$ cat src/rtl/halfband_decim2_if.sv
// Sample-in / decimated-sample-out bundle for the halfband decimator.
// master drives the input strobe and sample; slave is the decimator side.
interface halfband_decim2_if #(
    parameter int WIDTH = 18
);
    logic                    sam_clk_en;
    logic signed [WIDTH-1:0] x_in;
    logic signed [WIDTH-1:0] y;
    logic                    y_valid;
    logic                    overrun;

    modport master (
        output sam_clk_en,
        output x_in,
        input  y,
        input  y_valid,
        input  overrun
    );

    modport slave (
        input  sam_clk_en,
        input  x_in,
        output y,
        output y_valid,
        output overrun
    );
endinterface

$ cat src/rtl/halfband_decim2.sv
// 15-tap halfband FIR decimator by 2.
// The input samples shift into a delay line held as 2s16 (input halved).
// Every second accepted sample triggers a computation that folds the
// symmetric taps into four pre-added pairs, seeds the accumulator with the
// centre tap (coefficient 0.5, a pure shift), then runs four MAC cycles on a
// single shared 18x18 multiplier. The result is floored and saturated to 1s17.
module halfband_decim2 #(
    parameter int WIDTH  = 18,
    parameter int LENGTH = 15
) (
    input  logic             sys_clk,
    input  logic             reset,
    halfband_decim2_if.slave bus
);

    localparam int ACC_W  = 40;
    localparam int COEF_W = 18;
    localparam int PROD_W = WIDTH + COEF_W;
    localparam int NPAIR  = 4;
    localparam int CENTER = (LENGTH - 1) / 2;
    localparam int FRAC   = 17;

    // Non-zero outer coefficients, 0s18.
    localparam logic signed [COEF_W-1:0] H0 = -18'sd348;
    localparam logic signed [COEF_W-1:0] H2 =  18'sd3274;
    localparam logic signed [COEF_W-1:0] H4 = -18'sd15925;
    localparam logic signed [COEF_W-1:0] H6 =  18'sd78535;

    // Output saturation limits, expressed at accumulator width.
    localparam logic signed [ACC_W-1:0] Y_MAX = ACC_W'((64'sd1 <<< (WIDTH - 1)) - 64'sd1);
    localparam logic signed [ACC_W-1:0] Y_MIN = -Y_MAX - ACC_W'(1);

    typedef enum logic [1:0] {
        IDLE,
        PRE,
        MAC,
        DONE
    } state_t;

    state_t state;

    logic signed [WIDTH-1:0]  line [LENGTH];
    logic                     phase;
    logic                     trigger;

    logic signed [WIDTH-1:0]  s [NPAIR];
    logic        [1:0]        cnt;
    logic signed [ACC_W-1:0]  acc;

    logic signed [WIDTH-1:0]  s_sel;
    logic signed [COEF_W-1:0] coef_sel;
    logic signed [PROD_W-1:0] prod;
    logic signed [ACC_W-1:0]  acc_scaled;
    logic signed [WIDTH-1:0]  y_sat;

    logic signed [WIDTH-1:0]  y_r;
    logic                     y_valid_r;
    logic                     overrun_r;

    assign trigger = bus.sam_clk_en & phase;

    // Delay line and decimation phase: every accepted sample shifts in,
    // regardless of what the computation FSM is doing.
    always_ff @(posedge sys_clk) begin
        if (reset) begin
            for (int unsigned i = 0; i < LENGTH; i++) begin
                line[i] <= '0;
            end
            phase <= 1'b0;
        end else if (bus.sam_clk_en) begin
            line[0] <= {bus.x_in[WIDTH-1], bus.x_in[WIDTH-1:1]};
            for (int unsigned i = 1; i < LENGTH; i++) begin
                line[i] <= line[i-1];
            end
            phase <= ~phase;
        end
    end

    // Shared multiplier operands: pair and coefficient chosen by MAC step.
    always_comb begin
        s_sel    = s[cnt];
        coef_sel = '0;
        case (cnt)
            2'd0:    coef_sel = H0;
            2'd1:    coef_sel = H2;
            2'd2:    coef_sel = H4;
            default: coef_sel = H6;
        endcase
        prod = PROD_W'(s_sel) * PROD_W'(coef_sel);
    end

    // Floor by arithmetic shift, then clamp to the signed output range.
    always_comb begin
        acc_scaled = acc >>> FRAC;
        y_sat      = acc_scaled[WIDTH-1:0];
        if (acc_scaled > Y_MAX) begin
            y_sat = Y_MAX[WIDTH-1:0];
        end else if (acc_scaled < Y_MIN) begin
            y_sat = Y_MIN[WIDTH-1:0];
        end
    end

    // Computation FSM: snapshot, four MAC steps, registered result.
    always_ff @(posedge sys_clk) begin
        if (reset) begin
            state     <= IDLE;
            for (int unsigned k = 0; k < NPAIR; k++) begin
                s[k] <= '0;
            end
            cnt       <= '0;
            acc       <= '0;
            y_r       <= '0;
            y_valid_r <= 1'b0;
            overrun_r <= 1'b0;
        end else begin
            y_valid_r <= 1'b0;
            overrun_r <= trigger && (state != IDLE);
            case (state)
                IDLE: begin
                    if (trigger) begin
                        state <= PRE;
                    end
                end
                PRE: begin
                    // Symmetric taps are pre-added so each MAC step covers two taps.
                    for (int unsigned k = 0; k < NPAIR; k++) begin
                        s[k] <= line[2*k] + line[LENGTH-1-2*k];
                    end
                    acc   <= ACC_W'(line[CENTER]) <<< FRAC;
                    cnt   <= '0;
                    state <= MAC;
                end
                MAC: begin
                    acc <= acc + ACC_W'(prod);
                    cnt <= cnt + 2'd1;
                    if (cnt == 2'd3) begin
                        state <= DONE;
                    end
                end
                DONE: begin
                    y_r       <= y_sat;
                    y_valid_r <= 1'b1;
                    state     <= IDLE;
                end
                default: begin
                    state <= IDLE;
                end
            endcase
        end
    end

    assign bus.y       = y_r;
    assign bus.y_valid = y_valid_r;
    assign bus.overrun = overrun_r;

endmodule
$ cat src/flat_wrapper.sv
// flat-port wrapper written by rule: the top's interface ports become plain ports
module halfband_decim2_flat 
#(
    parameter int WIDTH  = 18,
    parameter int LENGTH = 15
)
  (sys_clk, reset, bus_sam_clk_en, bus_x_in, bus_y, bus_y_valid, bus_overrun);
  halfband_decim2_if #(.WIDTH(WIDTH)) bus_i ();
  input  logic sys_clk;
  input  logic reset;
  input wire logic [$bits(bus_i.sam_clk_en)-1:0] bus_sam_clk_en;
  input wire logic [$bits(bus_i.x_in)-1:0] bus_x_in;
  output wire logic [$bits(bus_i.y)-1:0] bus_y;
  output wire logic [$bits(bus_i.y_valid)-1:0] bus_y_valid;
  output wire logic [$bits(bus_i.overrun)-1:0] bus_overrun;
  assign bus_i.sam_clk_en = bus_sam_clk_en;
  assign bus_i.x_in = bus_x_in;
  assign bus_y = bus_i.y;
  assign bus_y_valid = bus_i.y_valid;
  assign bus_overrun = bus_i.overrun;
  halfband_decim2 #(.WIDTH(WIDTH), .LENGTH(LENGTH)) u_core (.sys_clk(sys_clk), .reset(reset), .bus(bus_i));
endmodule
$ cat config.mk
export PLATFORM = sky130hd
export DESIGN_NAME = halfband_decim2_flat
export DESIGN_NICKNAME = d
export VERILOG_FILES = /design/src/rtl/halfband_decim2_if.sv /design/src/rtl/halfband_decim2.sv /design/src/flat_wrapper.sv
export SDC_FILE = /design/constraint.sdc
export NUM_CORES = 2
export LEC_CHECK = 0
export ABC_AREA = 1
export CAP_MARGIN = 20
export CORE_MARGIN = 2
export CORE_UTILIZATION = 30
export DETAILED_ROUTE_END_ITERATION = 10
export DONT_BUFFER_PORTS = 1
export GPL_ROUTABILITY_DRIVEN = 1
export PLACE_DENSITY = 0.5
export REMOVE_ABC_BUFFERS = 1
export SLEW_MARGIN = 30
export SYNTH_ARGS = -nofsm -noshare
export SYNTH_HDL_FRONTEND = slang
export SYNTH_SLANG_ARGS = --single-unit
export TNS_END_PERCENT = 5
$ cat constraint.sdc
create_clock -name sys_clk -period 6.9 [get_ports sys_clk]
set_clock_uncertainty 0.15 [all_clocks]
set_input_delay 1.035 -clock sys_clk [delete_from_list [all_inputs] [get_ports sys_clk]]
set_output_delay 1.035 -clock sys_clk [all_outputs]
set_load 0.02 [all_outputs]
==> results by stage <==
Synthesis:
- The share of the synthesized netlist area taken by xor and xnor gates is 0.000819.
- The number of warnings issued by yosys is 0.
- By count the netlist is led by 860 x sky130_fd_sc_hd__inv_1, 566 x sky130_fd_sc_hd__nand2_1, 533 x sky130_fd_sc_hd__nor2_1, 356 x sky130_fd_sc_hd__fa_1, 327 x sky130_fd_sc_hd__edfxtp_1.
- After synthesis, the share of cell area in mux cells is 0.
- The most common cell in the netlist is sky130_fd_sc_hd__inv_1.
- In this run, synthesis produced a sequential element count of 394.
- After synthesis the cells add up to 32100 µm².
- The share of flip-flops with an asynchronous set or reset after synthesis is 0.
- The fraction of the mapped netlist area in simple logic gates is 0.162.
- The adder-cell share of the synthesized area is 0.308.
- The largest total area in the synthesized netlist belongs to sky130_fd_sc_hd__edfxtp_1.
- Counting flops with a built-in enable in the synthesized netlist gives 327.
- The main combinational cell family by area after synthesis is adder cells.
- The count of distinct cell types in the synthesized netlist is 47.
- A synthesized cell averages 8.88 µm².
- For this run, the leading register cell type out of synthesis is sky130_fd_sc_hd__edfxtp_1.
- The fraction of the mapped netlist area in compound gates is 0.0685.
- Counting every instance in the synthesized netlist gives 3615.
- The share of synthesized area in the top cell type comes to 0.306.
- The proportion of synthesized chip area in sequential cells is 0.348.
- By area the synthesized netlist is led by sky130_fd_sc_hd__edfxtp_1 31%, sky130_fd_sc_hd__fa_1 22%, sky130_fd_sc_hd__inv_1 10%.

Timing:
- The actual transition at the worst max-transition pin is 1040 ps.
- The count of final max-slew check failures came to 0.
- The worst max-slew margin expressed relative to the limit is 0.306.
- Setup repair after global routing could not meet its margin everywhere.
- The count of endpoints failing hold in the final timing report is 0.
- The worst hold slack is 315 ps.
- The maximum clock rate is 150 MHz.
- The ratio of final minimum period to clock period is 0.963.
- The shortest clock period the worst path allows after layout is 6650 ps.
- In the final timing run, aggregate negative setup slack is 0 ps.
- The setup-violating endpoint count in the final report is 0.

Clock network:
- The H-tree was split into 2 levels.
- The clock passes through at most 3 buffers.
- TritonCTS built the clock tree.
- Counting the buffers created by CTS gives 45.
- After clock tree synthesis, the clock-pin slew on the worst setup and hold paths is 60 ps.
- In this run the clock root is driven by a sky130_fd_sc_hd__clkbuf_16.
- Buffers inserted to repair hold after CTS numbered 0.
- The TritonCTS sink count is 394.
- The later pin in the worst-skew pair is clocked with a latency of 620 ps.

Cells and area:
- The post-route core utilization is 0.358.
- From synthesis to final layout, the design area changed by 17.9%.
- The share of cells above drive strength 1 is 0.140.
- The count of nets after finishing is 4431.
- The diode insertion count for antenna repair is 0.
- The final instance area is 37800 µm².

Critical path:
- The largest delay contributor family on the critical path is adder cells.
- The buffer and inverter count on the worst path is 9.
- Of all nets on the critical path, the largest fanout is 15.
- At the worst endpoint, the arrival time is 7030 ps.
- In this run the register-to-register setup slack is 250 ps.
- The library cell contributing the largest single delay on the critical path is sky130_fd_sc_hd__fa_1.
- The worst setup path is captured at a flop.
- The most numerous cell type found on the critical path is sky130_fd_sc_hd__fa_1.
- The worst stage delay on the critical path is 590 ps.
- For the worst setup path, the data required time is 7280 ps.
- The kind of start point of the critical path is a flop.
- By startpoint and endpoint, the worst setup path is classified as flop to flop.

Global routing:
- The largest net degree at the start of global routing is 165.
- Summed over all layers, the global routing overflow is 0.
- The initial antenna violation count is 0.
- The number of global-route vias before repair was 24200.
- The total global routing track utilization is 0.164.
- The wire length of the first global-routing pass is 137 mm.

Routing:
- In the final routed layout, each cell accounts on average for 16.8 µm.
- The first detailed-routing pass ran for 5 iterations.
- The met2 routed wirelength is 42.2 mm.
- The top metal layer carrying routed signals is met4.
- The number of design-rule violations left by the first detailed-router iteration is 1458.
- The routed layout has 23300 vias.
- Dividing the detail-routed via count by the number of cells gives 4.42.
- The met1 wire length is 40.6 mm.
- For this run, design rule violations remaining after detail routing come to 0.
- The number of routed nets with antenna violations is 0.
- The sum of met3 wire segment lengths after detailed routing is 3.41 mm.
- The sum of routed wire length over all layers is 88.4 mm.

Floorplan:
- The initial utilization of the core area, before any placement, comes to 0.304.
- The floorplan step set the die height to 331 µm.
- The area inside the core boundary is 106000 µm².
- After floorplanning, the core was divided into 119 placement rows.
- The floorplan step defined a die boundary enclosing 110000 µm².
- 41 I/O pins were placed.
- Measured along the x axis, the die boundary spans 331 µm.

Placement:
- The congestion estimate from routability-driven global placement came to 0.915.
- The count of buffers added on input and output ports is 0.
- The total cell area at the placement stage is 35500 µm².
- The placed wire-length estimate after detailed placement is 68.9 mm.

Worst hold path:
- The path class of the lowest-slack min-delay path is flop to flop.

Outcome:
- The run finished with clean final reports.

Job:
- Max-cap violations in this run came to 0.
[worst register-to-register path: cells and delay by family, from the launching register on]
kind	cells	cell delay [ps]
AO/OA/AOI/OAI	2	320
buffers and inverters	9	1000
adder cells (fa/ha/maj)	8	3680
flip-flops	1	320
AND/OR/NAND/NOR	12	1090
[cell families after synthesis]
kind of cell / Yosys count
flip-flops: 394
AND/OR/NAND/NOR: 1284
XOR/XNOR: 3
AO/OA/AOI/OAI: 402
adder cells (fa/ha/maj): 577
buffers and inverters: 955
[routing by layer]
metal	up-vias	track usage
li1	11600	-
met2	354	0.281
met4	0	0.0429
met1	11200	0.217
met5	-	0
met3	117	0.0230
[registers in the layout (all words and copies together) (netlist names), named ones only]
signal,cells
u_core.bus.overrun,1
u_core.s,72
u_core.phase,1
u_core.line,255
u_core.state,2
u_core.cnt,2
u_core.bus.y,18
u_core.acc,40
u_core.bus.y_valid,1
[layout by cell type (no fill, tap or decap), types with 21 or more instances in the layout]
cell type and instances:
sky130_fd_sc_hd__fa_1 348, sky130_fd_sc_hd__edfxtp_1 327, sky130_fd_sc_hd__clkbuf_16 46, sky130_fd_sc_hd__ha_1 195
sky130_fd_sc_hd__a21oi_1 190, sky130_fd_sc_hd__o21ai_0 132, sky130_fd_sc_hd__nand3_2 21, sky130_fd_sc_hd__buf_4 231
sky130_fd_sc_hd__dfxtp_1 66, sky130_fd_sc_hd__ha_4 21, sky130_fd_sc_hd__nor2_2 38, sky130_fd_sc_hd__nor2_1 495
sky130_fd_sc_hd__inv_1 841, sky130_fd_sc_hd__a21oi_2 21, sky130_fd_sc_hd__nand2_1 536, sky130_fd_sc_hd__inv_2 25
sky130_fd_sc_hd__nand2_2 34, sky130_fd_sc_hd__nand3_1 86
[layout make-up]
cell class	count	area, µm²
clock buffers	51	1150
clock inverters	32	280
fillers	10900	67900
inverters	875	3320
multi-input cells	2266	18100
flip-flops and latches	394	11200
well taps	1391	1740
repair buffers	251	2100
[through the flow]
| step | instances | worst slack [ps] |
|---|---|---|
| floorplan | 3535 | -268 |
| global placement | 5172 | -32.2 |
| detailed placement | 5172 | -63.8 |
| CTS | 5255 | 2.21 |
| global route | 5260 | -28.9 |
| finish | 5260 | 252 |
[path summary, 6_finish.rpt]
path              depth (start not counted)                  startpoint                           to
setup reg to reg                         31                        flop  u_core.acc[36]$_SDFFE_PP0N_
hold / removal                            2  u_core.acc[4]$_SDFFE_PP0N_   u_core.acc[4]$_SDFFE_PP0N_
setup / recovery                         31                        flop  u_core.acc[36]$_SDFFE_PP0N_
hold reg to reg                           2  u_core.acc[4]$_SDFFE_PP0N_   u_core.acc[4]$_SDFFE_PP0N_
[timing repair]
item | 4_1_cts | 5_1_grt
setup buffers | 0 | 4
pin swaps | 0 | 29
gates resized for setup | 9 | 190
setup endpoints to repair | 9 | 28
gates cloned | 0 | 1
Power is not shown: default switching activity piles up to over one toggle a cycle in this logic, so the estimate is an artifact.
